$ cat config.mk
export PLATFORM = sky130hd
export DESIGN_NAME = ro_race_arbiter_flat
export DESIGN_NICKNAME = d
export VERILOG_FILES = /design/src/rtl/ro_puf_pkg.sv /design/src/rtl/ro_race_arbiter_if.sv /design/src/rtl/ro_race_wdog.sv /design/src/rtl/ro_race_arbiter.sv /design/src/flat_wrapper.sv
export SDC_FILE = /design/constraint.sdc
export NUM_CORES = 1
export LEC_CHECK = 0
export CORE_AREA = 10 10 86 88
export DETAILED_ROUTE_END_ITERATION = 10
export DIE_AREA = 0 0 96 98
export PLACE_DENSITY = 0.76
export SLEW_MARGIN = 20
export SYNTH_ARGS = -nofsm -noshare
export SYNTH_HDL_FRONTEND = slang
export SYNTH_SLANG_ARGS = --single-unit
$ cat constraint.sdc
create_clock -name clk -period 2.1 [get_ports clk]
set_input_delay 0.525 -clock clk [delete_from_list [all_inputs] [get_ports clk]]
set_output_delay 0.525 -clock clk [all_outputs]
set_load 0.1 [all_outputs]
$ cat src/rtl/ro_puf_pkg.sv
// Shared types and defaults for the RO race arbiter slice.
// FSM state enum, default sizes, tie-retry limit, width helper.
package ro_puf_pkg;

  localparam int N_BITS_DEF    = 8;
  localparam int PAIR_W_DEF    = 3;
  localparam int WDOG_W_DEF    = 20;
  localparam int MAX_TIE_RETRY = 3;

  typedef enum logic [2:0] {
    IDLE,
    CLEAR,
    RACE,
    RECORD,
    DONE
  } state_t;

  function automatic int idx_w(input int n);
    return (n > 1) ? $clog2(n) : 1;
  endfunction

endpackage

$ cat src/rtl/ro_race_arbiter_if.sv
// Host + counter-bank bus of the RO race arbiter.
// slave: arbiter side; master: host/counter side.
// Optional RO_PUF_TIE_RETRY_EN adds tie_seen.
interface ro_race_arbiter_if
  import ro_puf_pkg::*;
#(
  parameter int N_BITS = N_BITS_DEF,
  parameter int PAIR_W = PAIR_W_DEF
) ();

  logic              start;
  logic [PAIR_W-1:0] challenge;
  logic              done_a;
  logic              done_b;
  logic [PAIR_W-1:0] pair_sel;
  logic              ctr_rst;
  logic              ctr_en;
  logic              busy;
  logic [N_BITS-1:0] response;
  logic              resp_valid;
  logic              wdog_err;
`ifdef RO_PUF_TIE_RETRY_EN
  logic              tie_seen;
`endif

  modport slave (
    input  start,
    input  challenge,
    input  done_a,
    input  done_b,
    output pair_sel,
    output ctr_rst,
    output ctr_en,
    output busy,
    output response,
    output resp_valid,
`ifdef RO_PUF_TIE_RETRY_EN
    output tie_seen,
`endif
    output wdog_err
  );

  modport master (
    output start,
    output challenge,
    output done_a,
    output done_b,
    input  pair_sel,
    input  ctr_rst,
    input  ctr_en,
    input  busy,
    input  response,
    input  resp_valid,
`ifdef RO_PUF_TIE_RETRY_EN
    input  tie_seen,
`endif
    input  wdog_err
  );

endinterface

$ cat src/rtl/ro_race_wdog.sv
// Race watchdog: loadable up-counter with clear and terminal flag.
// Ports: clk, rst, i_clr, i_en, i_ld, i_ld_val in; o_tc out.
module ro_race_wdog #(
  parameter int W = 20
) (
  input  logic         clk,
  input  logic         rst,
  input  logic         i_clr,
  input  logic         i_en,
  input  logic         i_ld,
  input  logic [W-1:0] i_ld_val,
  output logic         o_tc
);

  // o_tc fires in the cycle whose increment reaches all-ones,
  // so a race lasts exactly 2^W-1 enabled cycles.
  localparam logic [W-1:0] PRE_LAST = ~W'(1);

  logic [W-1:0] r_cnt;

  assign o_tc = i_en && (r_cnt == PRE_LAST);

  always_ff @(posedge clk or posedge rst) begin
    if (rst) begin
      r_cnt <= '0;
    end else if (i_clr) begin
      r_cnt <= '0;
    end else if (i_ld) begin
      r_cnt <= i_ld_val;
    end else if (i_en) begin
      r_cnt <= r_cnt + W'(1);
    end
  end

endmodule

$ cat src/rtl/ro_race_arbiter.sv
// RO race arbiter: per bit, clear a pair, race it, record A-first.
// Ports: clk, rst, bus (ro_race_arbiter_if.slave). RO_PUF_TIE_RETRY_EN.
module ro_race_arbiter
  import ro_puf_pkg::*;
#(
  parameter int N_BITS = N_BITS_DEF,
  parameter int PAIR_W = PAIR_W_DEF,
  parameter int WDOG_W = WDOG_W_DEF
) (
  input logic              clk,
  input logic              rst,
  ro_race_arbiter_if.slave bus
);

  localparam int IDX_W = idx_w(N_BITS);
  localparam logic [IDX_W-1:0] LAST_BIT = IDX_W'(N_BITS - 1);
  localparam logic [IDX_W-1:0] IDX_ONE  = IDX_W'(1);

  state_t            r_state;
  logic [PAIR_W-1:0] r_base;
  logic [PAIR_W-1:0] r_pair;
  logic [IDX_W-1:0]  r_bit;
  logic              r_win;
  logic              r_ctr_rst;
  logic              r_ctr_en;
  logic              r_busy;
  logic              r_valid;
  logic              r_werr;
  logic [N_BITS-1:0] r_resp;
`ifdef RO_PUF_TIE_RETRY_EN
  localparam logic [1:0] RETRY_MAX = 2'(MAX_TIE_RETRY);
  logic [1:0]        r_retry;
  logic              r_tie;
`endif

  logic              w_a_only;
  logic              w_tie;
  logic              w_tc;
  logic              w_exit;
  logic              w_wd_clr;
  logic              w_wd_en;
  logic [PAIR_W-1:0] w_next_pair;

  // done flags come straight from the counter flops
  assign w_a_only = bus.done_a & ~bus.done_b;
  assign w_tie    = bus.done_a &  bus.done_b;
  assign w_exit   = bus.done_a | bus.done_b | w_tc;

  assign w_wd_en  = (r_state == RACE);
  assign w_wd_clr = (r_state == CLEAR) || (r_state == RECORD);

  // wraps naturally at 2^PAIR_W
  assign w_next_pair = r_base + PAIR_W'(r_bit + IDX_ONE);

  ro_race_wdog #(
    .W(WDOG_W)
  ) u_wdog (
    .clk      (clk),
    .rst      (rst),
    .i_clr    (w_wd_clr),
    .i_en     (w_wd_en),
    .i_ld     (1'b0),
    .i_ld_val ('0),
    .o_tc     (w_tc)
  );

  always_ff @(posedge clk or posedge rst) begin
    if (rst) begin
      r_state   <= IDLE;
      r_base    <= '0;
      r_pair    <= '0;
      r_bit     <= '0;
      r_win     <= 1'b0;
      r_ctr_rst <= 1'b0;
      r_ctr_en  <= 1'b0;
      r_busy    <= 1'b0;
      r_valid   <= 1'b0;
      r_werr    <= 1'b0;
      r_resp    <= '0;
`ifdef RO_PUF_TIE_RETRY_EN
      r_retry   <= '0;
      r_tie     <= 1'b0;
`endif
    end else begin
      r_valid <= 1'b0;
      unique case (r_state)
        IDLE: begin
          if (bus.start) begin
            r_base    <= bus.challenge;
            r_pair    <= bus.challenge;
            r_bit     <= '0;
            r_resp    <= '0;
            r_werr    <= 1'b0;
            r_busy    <= 1'b1;
            r_ctr_rst <= 1'b1;
`ifdef RO_PUF_TIE_RETRY_EN
            r_retry   <= '0;
            r_tie     <= 1'b0;
`endif
            r_state   <= CLEAR;
          end
        end
        CLEAR: begin
          r_ctr_rst <= 1'b0;
          r_ctr_en  <= 1'b1;
          r_state   <= RACE;
        end
        RACE: begin
          if (w_exit) begin
            r_ctr_en <= 1'b0;
            if (w_tc && !bus.done_a && !bus.done_b) begin
              r_werr <= 1'b1;
            end
`ifdef RO_PUF_TIE_RETRY_EN
            if (w_tie) begin
              r_tie <= 1'b1;
            end
            if (w_tie && (r_retry != RETRY_MAX)) begin
              r_retry   <= r_retry + 2'd1;
              r_ctr_rst <= 1'b1;
              r_state   <= CLEAR;
            end else begin
              r_win   <= w_a_only;
              r_state <= RECORD;
            end
`else
            // a tie leaves A-only low, so it records 0
            r_win   <= w_a_only;
            r_state <= RECORD;
`endif
          end
        end
        RECORD: begin
          r_resp[r_bit] <= r_win;
`ifdef RO_PUF_TIE_RETRY_EN
          r_retry <= '0;
`endif
          if (r_bit == LAST_BIT) begin
            r_valid <= 1'b1;
            r_state <= DONE;
          end else begin
            r_bit     <= r_bit + IDX_ONE;
            r_pair    <= w_next_pair;
            r_ctr_rst <= 1'b1;
            r_state   <= CLEAR;
          end
        end
        DONE: begin
          r_busy  <= 1'b0;
          r_state <= IDLE;
        end
        default: begin
          r_state <= IDLE;
        end
      endcase
    end
  end

  // w_tie only matters for the retry path
  logic w_unused;
  assign w_unused = w_tie;

  assign bus.pair_sel   = r_pair;
  assign bus.ctr_rst    = r_ctr_rst;
  assign bus.ctr_en     = r_ctr_en;
  assign bus.busy       = r_busy;
  assign bus.response   = r_resp;
  assign bus.resp_valid = r_valid;
  assign bus.wdog_err   = r_werr;
`ifdef RO_PUF_TIE_RETRY_EN
  assign bus.tie_seen   = r_tie;
`endif

endmodule

$ cat src/flat_wrapper.sv
// flat-port wrapper written by rule: the top's interface ports become plain ports
module ro_race_arbiter_flat import ro_puf_pkg::*;
#(
  parameter int N_BITS = N_BITS_DEF,
  parameter int PAIR_W = PAIR_W_DEF,
  parameter int WDOG_W = WDOG_W_DEF
)
  (clk, rst, bus_start, bus_challenge, bus_done_a, bus_done_b, bus_pair_sel, bus_ctr_rst, bus_ctr_en, bus_busy, bus_response, bus_resp_valid, bus_wdog_err);
  ro_race_arbiter_if #(.N_BITS(N_BITS), .PAIR_W(PAIR_W)) bus_i ();
  input logic clk;
  input logic rst;
  input wire logic [$bits(bus_i.start)-1:0] bus_start;
  input wire logic [$bits(bus_i.challenge)-1:0] bus_challenge;
  input wire logic [$bits(bus_i.done_a)-1:0] bus_done_a;
  input wire logic [$bits(bus_i.done_b)-1:0] bus_done_b;
  output wire logic [$bits(bus_i.pair_sel)-1:0] bus_pair_sel;
  output wire logic [$bits(bus_i.ctr_rst)-1:0] bus_ctr_rst;
  output wire logic [$bits(bus_i.ctr_en)-1:0] bus_ctr_en;
  output wire logic [$bits(bus_i.busy)-1:0] bus_busy;
  output wire logic [$bits(bus_i.response)-1:0] bus_response;
  output wire logic [$bits(bus_i.resp_valid)-1:0] bus_resp_valid;
  output wire logic [$bits(bus_i.wdog_err)-1:0] bus_wdog_err;
  assign bus_i.start = bus_start;
  assign bus_i.challenge = bus_challenge;
  assign bus_i.done_a = bus_done_a;
  assign bus_i.done_b = bus_done_b;
  assign bus_pair_sel = bus_i.pair_sel;
  assign bus_ctr_rst = bus_i.ctr_rst;
  assign bus_ctr_en = bus_i.ctr_en;
  assign bus_busy = bus_i.busy;
  assign bus_response = bus_i.response;
  assign bus_resp_valid = bus_i.resp_valid;
  assign bus_wdog_err = bus_i.wdog_err;
  ro_race_arbiter #(.N_BITS(N_BITS), .PAIR_W(PAIR_W), .WDOG_W(WDOG_W)) u_core (.clk(clk), .rst(rst), .bus(bus_i));
endmodule
After elaboration in Yosys (flattened, before gate mapping)

Cells that the tools add are included.

$add $sub $neg: 3
$lt $le $gt $ge: 2
Equal/unequal tests: 10
Muxes and demuxes: 29
Bitwise gates (word level): 4
Reduce and logical (&&, ||, !) cells: 23

Operator list:

| cell                                                | number |
|---|---|
| 2-to-1 mux 20 bit                                   | 2 |
| 2-to-1 mux 3 bit                                    | 7 |
| adder 20 x 1 -> 20 bit (second input constant)      | 1 |
| == test 20 bit (second input constant)              | 1 |
| one-hot mux 8 bit (2 select lines)                  | 1 |
| one-hot mux 3 bit (2 select lines)                  | 2 |
| one-hot mux 3 bit (4 select lines)                  | 1 |
| AND reduction 2 bit                                 | 6 |
| nonzero test 2 bit                                  | 5 |
| 2-to-1 mux 1 bit                                    | 9 |
| bitwise mux 8 bit                                   | 1 |
| 2-to-1 mux 8 bit                                    | 1 |
| == test 3 x 2 -> 1 bit (second input constant)      | 2 |
| == test 3 bit (second input constant)               | 2 |
| one-hot mux 1 bit (2 select lines)                  | 3 |
| AND reduction 3 bit                                 | 2 |
| logical AND 1 bit                                   | 4 |
| < comparator 3 x 4 -> 1 bit (second input constant) | 1 |
| != test 2 x 1 -> 1 bit (second input constant)      | 2 |
| != test 2 bit (second input constant)               | 2 |
| AND reduction 4 bit                                 | 1 |
| adder 3 x 1 -> 3 bit (second input constant)        | 1 |
| adder 3 bit                                         | 1 |
| demux 1 bit (select 3 bit)                          | 1 |
| 10 further kinds                                    | 12 |

Register bits after elaboration: 46
Output and inout bits: 16
Word-level logic and storage cells: 83

Longest topological paths before layout

Gate-level depths: netlist of the first run.

Word-level depth: 7
Depth in mapped cells: 7
Depth with buffers taken out: 6

Hierarchy

Synthesis of the first run repeated with hierarchy kept, for this count alone.

Cell total of the unflattened synthesis: 283
Area, all modules: 2697.6 µm²

By module, submodules not included:

| module          | times used | cells each | area each (µm²) |
|---|---|---|---|
| ro_race_arbiter | 1          | 139        | 1427.6 |
| ro_race_wdog    | 1          | 144        | 1270.0 |

Worst setup path before layout of the first run

Ideal clock, no wire load.

Path kind: reg-to-reg
From: reg u_core.r_bit[0]
To: reg u_core.r_pair[2] (netlist: u_core.bus.pair_sel[2])
Setup time: 0.066 ns
Arrival: 1.739 ns
Required time: 2.034 ns
Setup slack: 0.294 ns
Cell stages (with the launch flop): 8
Path buffers: 1
Period minus slack after synthesis: 1.806 ns
Cells stage by stage: dfrtp_1 clkbuf_1 inv_1 ha_1 fa_1 xnor2_1 a221oi_1 a21o_1

Longest elaborated chain between the ends: 4
Elaborated cells between the ends (all ways): 7
Those cells by class: add/sub (2); eq/ne (2); mux (2); reduce/logical (1)

RTL lines:

| element                            | RTL line               | source |
|---|---|---|
| start, declared                    | ro_race_arbiter.sv:22  | `logic [IDX_W-1:0] r_bit;` |
| start signal, assigned             | ro_race_arbiter.sv:142 | `r_bit <= r_bit + IDX_ONE;` |
| adder 3 x 1 -> 3 bit               | ro_race_arbiter.sv:53  | `assign w_next_pair = r_base + PAIR_W'(r_bit + IDX_ONE);` |
| adder 3 bit                        | ro_race_arbiter.sv:53  |  |
| 2-to-1 mux 3 bit                   | ro_race_arbiter.sv:138 | `if (r_bit == LAST_BIT) begin` |
| one-hot mux 3 bit (2 select lines) | ro_race_arbiter.sv:86  | `unique case (r_state)` |
| end signal, assigned               | ro_race_arbiter.sv:90  | `r_pair <= bus.challenge;` |
| end signal, assigned               | ro_race_arbiter.sv:143 | `r_pair <= w_next_pair;` |
| end, declared                      | ro_race_arbiter.sv:21  | `logic [PAIR_W-1:0] r_pair;` |

Parallel ways exist; a longest one is shown, timed or not. The select of a mux whose other input is x is not followed.
A chain may end at the register's enable or synchronous reset.

Final worst setup path of the first run

From: in bus_start
To: reg u_core.r_base[1]

Longest elaborated chain between the ends: 1

RTL lines:

| element                       | RTL line              | source |
|---|---|---|
| start, declared               | flat_wrapper.sv:12    | `input wire logic [$bits(bus_i.start)-1:0] bus_start;` |
| AND reduction 2 bit (no line) | --                    |  |
| end signal, assigned          | ro_race_arbiter.sv:89 | `r_base <= bus.challenge;` |
| end, declared                 | ro_race_arbiter.sv:20 | `logic [PAIR_W-1:0] r_base;` |

Every way passes these cells.

==> results of run 1 <==
## cells by family (layout without fill, tap and decap cells)
| logic type | count (synthesis) | after routing |
|---|---|---|
| AO/OA/AOI/OAI | 74 | 74 |
| adder cells (fa/ha/maj) | 6 | 6 |
| AND/OR/NAND/NOR | 94 | 94 |
| buffers and inverters | 30 | 59 |
| XOR/XNOR | 4 | 4 |
| flip-flops | 46 | 46 |
| multiplexers | 9 | 9 |
## sequential cells by signal, indices dropped and copies added, names as in the netlist
signal	count
u_core.bus.busy	1
u_core.bus.ctr_en	1
u_core.bus.ctr_rst	1
u_core.bus.pair_sel	3
u_core.bus.resp_valid	1
u_core.bus.response	8
u_core.bus.wdog_err	1
u_core.r_base	3
u_core.r_bit	3
u_core.r_state	3
u_core.r_win	1
u_core.u_wdog.r_cnt	20
## area by class of cell
class | count | area (µm²)
clock buffers | 6 | 72.57
clock inverters | 2 | 13.76
fillers | 541 | 2843
inverters | 14 | 52.55
multi-input cells | 187 | 1211
flip-flops and latches | 46 | 1151
well taps | 75 | 93.84
repair buffers | 37 | 307.8
## worst max-delay path: stages
cell and delay, ns:
clkdlybuf4s50_1 0.47, or3b_2 0.51, nor2_1 0.26, mux2_2 0.37
## stage by stage
step / setup WS (ns) / hold WS, ns
final: 0.1649 / 0.4946
after global routing: 0.05880 / 0.5151
after CTS: 0.1578 / 0.4948
after detailed placement: -0.1681 / 0.4716
after global placement: -0.1369 / 0.4649
after floorplan: 0.2945 / 0.4519
## power breakdown
| group | internal [mW] | switching, mW | leakage, nW |
|---|---|---|---|
| Combinational | 0.700 | 1.49 | 0.657 |
| Sequential | 1.08 | 0.172 | 0.604 |
| Clock | 0.236 | 0.323 | 0.0452 |
## cells in the mapped netlist (all sizes together), types with 2 or more instances
library cell | instances | area (µm²)
dfrtp | 46 | 1151
o21ai | 30 | 150.1
nand2 | 24 | 90.09
inv | 14 | 52.55
nand3 | 13 | 65.06
nor2 | 12 | 45.04
a21oi | 11 | 55.05
nand4 | 9 | 71.32
buf | 8 | 67.56
clkbuf | 8 | 31.28
and2 | 6 | 37.54
and3 | 6 | 45.04
mux2i | 6 | 60.06
nand2b | 6 | 37.54
a31oi | 5 | 31.28
ha | 5 | 62.56
o22ai | 5 | 31.28
a21o | 4 | 30.03
and4 | 4 | 35.03
mux2 | 3 | 33.78
nand3b | 3 | 22.52
o211ai | 2 | 15.01
o21a | 2 | 15.01
o2bb2ai | 2 | 17.52
o311ai | 2 | 17.52
o31a | 2 | 17.52
or3b | 2 | 17.52
or4 | 2 | 15.01
xnor2 | 2 | 17.52
xor2 | 2 | 17.52
## path summary, 6_finish.rpt
kind | slack [ns] | startpoint | end | cells past startpoint
setup / recovery | 0.16 | bus_start | u_core.r_base[1] | 4
hold / removal | 0.49 | u_core.bus.pair_sel[2] | u_core.bus.pair_sel[2] | 1
setup reg to reg | 0.30 | u_core.r_state[0] | u_core.u_wdog.r_cnt[17] | 4
hold reg to reg | 0.49 | u_core.bus.pair_sel[2] | u_core.bus.pair_sel[2] | 1
max in group asynchronous | 1.31 | rst | u_core.u_wdog.r_cnt[5] | 3
min in group asynchronous | 0.55 | rst | u_core.u_wdog.r_cnt[1] | 3
## routing by layer
layer / up-vias / global-route usage / part of all wire
li1: 1007 / - / -
met1: 980 / 0.1584 / 0.47
met2: 33 / 0.1813 / 0.47
met3: 9 / 0.02144 / 0.034
met4: 0 / 0.05675 / 0.023
met5: - / 0 / 0
==> qor_table.md, run 1 <==
| Item | This run |
|---|---|
| Warnings from Yosys | 0 |
| Clock tree from TritonCTS | built |
| Per-instance average area after synthesis | 9.558 µm² |
| HPWL Detailed | 3.882 mm |
| Resize count post-CTS | 0 |
| Initial Util | 0.4375 |
| Final clock skew | 0.01384 ns |
| Routed Wire Length | 5.436 mm |
| Total chip power | 4.000 mW |
| Post-route design area | 2903 µm² |
| Element type at the critical path end | register |
| Clock Tree Root | clkbuf_8 |
| Initial detailed-routing violation count | 191 |
| Most common cell after layout, fill and taps aside | dfrtp_1 |
| Critical path startpoint category | input pin |
| Global-route wire length before repair | 9.287 mm |
| Maximum root-to-sink buffer count | 2 |
| Via count | 2,029 |
| Setup-violating endpoint count in the final report | 0 |
| Result of the run | completed |
| Headroom to the max-slew limit | 0.7343 |
| Post-synthesis instance area | 2514 µm² |
| Data required time at the worst endpoint | 2.30 ns |
| Top-Level Pins | 24 |
| Post-synthesis sequential element count | 46 |
| Post-Synth XOR/XNOR Area | 0.01394 |
| Floorplan Core Area | 5746 µm² |
| Total power per unit cell area | 1378 nW/µm² |
| RSZ-0062 raised after global routing | no |
| Post-detailed-route DRC marker count | 0 |
| Die area | 9408 µm² |
| Area growth syn-to-layout | 15.48% |
| Post-Route Setup TNS | 0 ns |
| Post-route clock period utilization | 0.9215 |
| Simple-gate portion of the synthesized area | 0.2150 |
| Remaining antenna violation count after routing | 0 |
| Kind of critical path | in -> reg |
| Final Net Count | 305 |
| Final-report max-slew violation count | 0 |
| Post-CTS clock slew at the launch and capture registers of the worst setup and hold paths | 0.10 ns |
| Overall overflow remaining after global route | 0 |
| DP Cell Count | 359 |
| Post-synth net total | 277 |
| Crit path DAT | 2.14 ns |
| VDD IR-drop max | 0.001064 V |
| Fraction of the yosys area taken by sequential cells | 0.4579 |
| Width of the chip | 96 µm |
| Lkg Pwr | 1.307 nW |
| DP Area | 2816 µm² |
| Clk sink count | 46 |
| Global-route total usage across every layer | 0.1194 |
| Total setup buffers inserted after CTS | 0 |
| Max_cap viols | 0 |
| Synth Flop Type | dfrtp_1 |
| Floorplan die height | 98 µm |
| Number of buffers inserted by hold repair at cts | 0 |
| Combinational family with the most area after synthesis | simple AND/OR/NAND/NOR gates |
| Minimum period implied by the final worst setup slack | 1.935 ns |
| Number of instances in the synthesized netlist | 263 |
| Top library cells by usage in the layout, fill and taps aside | dfrtp_1 (46), o21ai_0 (30), buf_4 (29), nand2_1 (24) |
| H-tree depth | 2 |
| Peak Freq | 516.8 MHz |
| Async SR Flop Fraction | 1.000 |
| Share of the core filled with cells | 0.5052 |
| Number of diodes added for antenna fixing | 0 |
| Initial antenna violation count | 0 |
| Post-synthesis mux area share | 0.03733 |
| Post-DR wirelength/cell | 14.81 µm |
| DRT Pass-1 Iters | 4 |
| Adder-cell area share of the yosys netlist | 0.03285 |
| Class of the tightest hold or removal check | reg -> reg |
| Least-Margin Pin Slew | 0.3964 ns |
| Distinct cell type count of the synthesized netlist | 55 |
| Port Buffers | 23 |
| Compound-gate portion of the synthesized area | 0.1827 |
| Rows | 28 |
| Hold violation count in the final report | 0 |
| Vias in the first global route | 1,922 |
| Peak fanout along the critical path | 5 |
| Pin count of the biggest net entering global routing | 47 |
| Number of standard cells in the final layout excluding fillers | 367 |
| Worst-skew pair later-pin latency | 0.31 ns |
| Global placer's final weighted congestion | 0.7923 |
| Layout cells sized above 1 | 0.1747 |
| Via density per instance | 5.529 |
| EDFF count, synth | 0 |
| Cts bufs inserted | 5 |
Power figures use the tool's default switching activity.
==> inputs of run 2 (changes only) <==
--- a/config.mk
+++ b/config.mk
@@ -7,5 +7,6 @@
 export LEC_CHECK = 0
-export CORE_AREA = 10 10 86 88
+export CORE_AREA = 10 10 101 76
 export DETAILED_ROUTE_END_ITERATION = 10
-export DIE_AREA = 0 0 96 98
+export DIE_AREA = 0 0 111 86
+export MAX_ROUTING_LAYER = met4
 export PLACE_DENSITY = 0.76
--- a/constraint.sdc
+++ b/constraint.sdc
@@ -3,2 +3,2 @@
 set_output_delay 0.525 -clock clk [all_outputs]
-set_load 0.1 [all_outputs]
+set_load 0.02 [all_outputs]
==> run 2 against run 1 <==
- clock-buffer cell count grew 1
- total power shrank 10%
- sequential power is essentially flat
- worst hold slack lost 0.0019 ns
- global-route usage grew 0.84 points
- fmax grew 2.1%
- non-clock buffer count shrank 1
- first-iteration DRC count shrank 31%
- sequential share of layout area shrank 0.71 points
- worst setup slack gained 0.040 ns
- design area grew 1.8%
- die area grew 1.5%
==> qor_table.md, run 2 (synthesis gave the netlist of run 1 again) <==
| Item | This run |
|---|---|
| Pin count of the biggest net entering global routing | 31 |
| DP Area | 2849 µm² |
| Minimum period implied by the final worst setup slack | 1.895 ns |
| Via density per instance | 5.669 |
| Crit path DAT | 2.08 ns |
| H-tree depth | 2 |
| Worst-skew pair later-pin latency | 0.30 ns |
| Endpoint of the worst-slack reg-to-reg timing path | u_core.bus.pair_sel[2] |
| Maximum root-to-sink buffer count | 2 |
| DRT Pass-1 Iters | 4 |
| Number of buffers inserted by hold repair at cts | 0 |
| Total setup buffers inserted after CTS | 0 |
| R2R Setup Slk | 0.29 ns |
| Net switching fraction of the power | 0.3924 |
| Post-DR wirelength/cell | 15.75 µm |
| Initial detailed-routing violation count | 132 |
| Layout cells sized above 1 | 0.1134 |
| Least-Margin Pin Slew | 0.4250 ns |
| Total chip power | 3.583 mW |
| Launch point of the worst path | bus_start |
| Top library cells by usage in the layout, fill and taps aside | dfrtp_1 (46), o21ai_0 (30), nand2_1 (24), clkdlybuf4s50_1 (23) |
| Clock Tree Root | clkbuf_8 |
| Switching power of the nets | 1.406 mW |
| Lkg Pwr | 1.285 nW |
| HPWL Detailed | 4.234 mm |
| VDD IR-drop max | 0.0005610 V |
| Share of power burned in the clock network | 0.183 |
| Clk sink count | 46 |
| Floorplan Core Area | 5669 µm² |
| Worst setup margin | 0.2053 ns |
| Startpoint of the worst-slack reg-to-reg timing path | u_core.r_bit[0] |
| Post-CTS clock slew at the launch and capture registers of the worst setup and hold paths | 0.08 ns |
| Max_cap viols | 0 |
| Fraction of power consumed by combinational cells | 0.464 |
| Clock tree from TritonCTS | built |
| Final-report max-slew violation count | 0 |
| Kind of critical path | in -> reg |
| Setup-violating endpoint count in the final report | 0 |
| Peak fanout along the critical path | 5 |
| Register with the most flip-flops | u_core.u_wdog.r_cnt |
| Port Buffers | 23 |
| Total power per unit cell area | 1212 nW/µm² |
| Post-route design area | 2955 µm² |
| Peak Freq | 527.8 MHz |
| Die area | 9546 µm² |
| Floorplan die height | 86 µm |
| Via count | 2,075 |
| Hold violation count in the final report | 0 |
| Number of diodes added for antenna fixing | 0 |
| Int Power | 2.177 mW |
| Global-route wire length before repair | 10.03 mm |
| Data required time at the worst endpoint | 2.29 ns |
| Part of the power in registers | 0.352 |
| Initial Util | 0.4434 |
| Most common cell after layout, fill and taps aside | dfrtp_1 |
| Resize count post-CTS | 0 |
| Post-route clock period utilization | 0.9022 |
| Cts bufs inserted | 5 |
| Width of the chip | 111 µm |
| Area growth syn-to-layout | 17.57% |
| Critical Path Slowest Stage Cell | or3b_2 |
| Largest stage delay on the critical path | 0.50 ns |
| Result of the run | completed |
| Number of standard cells in the final layout excluding fillers | 366 |
| Remaining antenna violation count after routing | 0 |
| Top-Level Pins | 24 |
| Element type at the critical path end | register |
| Worst path cell trace | clkdlybuf4s50_1, or3b_2, nor2_1, buf_4, mux2_2 |
| Post-detailed-route DRC marker count | 0 |
| Headroom to the max-slew limit | 0.7131 |
| Critical path startpoint category | input pin |
| Length in cells of the worst reg-to-reg path | 5 |
| Initial antenna violation count | 0 |
| Global-route total usage across every layer | 0.1278 |
| Worst setup slack after placement | -0.1130 ns |
| Class of the tightest hold or removal check | reg -> reg |
| Final clock skew | 0.003664 ns |
| Post-Route Setup TNS | 0 ns |
| Overall overflow remaining after global route | 0 |
| DP Cell Count | 358 |
| Vias in the first global route | 1,905 |
| Global placer's final weighted congestion | 0.8658 |
| Largest register FFs | 20 |
| Final Net Count | 304 |
| RSZ-0062 raised after global routing | no |
| Routed Wire Length | 5.765 mm |
| Rows | 23 |
| End point of the critical path | u_core.r_base[1] |
run 2: layer usage:
layer	vias to the layer above	share of wire	GRT usage
met5	-	0	-
met4	0	0.012	0.04127
met3	5	0.059	0.02575
met2	66	0.41	0.1640
met1	995	0.52	0.1898
li1	1009	-	-
run 2: worst min-delay path by stage:
stage	depth (start not counted)	start	end
floorplan	1	u_core.u_wdog.r_cnt[6]	u_core.u_wdog.r_cnt[6]
CTS	2	u_core.bus.pair_sel[0]	u_core.bus.pair_sel[0]
global route	1	u_core.bus.pair_sel[2]	u_core.bus.pair_sel[2]
global placement	2	u_core.bus.pair_sel[1]	u_core.bus.pair_sel[1]
finish	2	u_core.bus.pair_sel[1]	u_core.bus.pair_sel[1]
detailed placement	1	u_core.bus.pair_sel[2]	u_core.bus.pair_sel[2]
run 2: layout make-up:
cell class	instances	area [µm²]
Clock inverter	1	30.03
Inverter	14	52.55
Timing Repair Buffer	36	340.3
Fill cell	523	2714
Tap cell	75	93.84
Sequential cell	46	1151
Multi-Input combinational cell	187	1211
Clock buffer	7	76.32
run 2: through the flow:
step / utilization / hold WS, ns
after floorplan: - / 0.4519
after global placement: 0.5025 / 0.4652
after detailed placement: 0.5025 / 0.4674
after CTS: 0.5213 / 0.4965
after global routing: 0.5213 / 0.5135
final: 0.5213 / 0.4927
run 2: worst max-delay path: cells and delay by family:
| family | cells | cell delay (ns) |
|---|---|---|
| buffers and inverters | 2 | 0.61 |
| multiplexers | 1 | 0.33 |
| AND/OR/NAND/NOR | 2 | 0.61 |
run 2: power groups by stage:
| stage | Sequential [mW] | Clock, mW | Combinational, mW |
|---|---|---|---|
| 4_1_cts | 1.26 | 0.667 | 1.67 |
| 6_report | 1.26 | 0.657 | 1.66 |
| 2_1_floorplan | 1.33 | 0 | 1.04 |
| 3_3_place_gp | 1.27 | 0 | 1.63 |
| 5_1_grt | 1.30 | 0.709 | 1.85 |
| 3_5_place_dp | 1.28 | 0 | 1.67 |
==> inputs of run 3 (changes only) <==
- CAP_MARGIN: unset -> 10
- SLEW_MARGIN: 20 -> 10
==> results of run 3 <==
No change in the layout: final DEF, timing and power equal those of run 2.
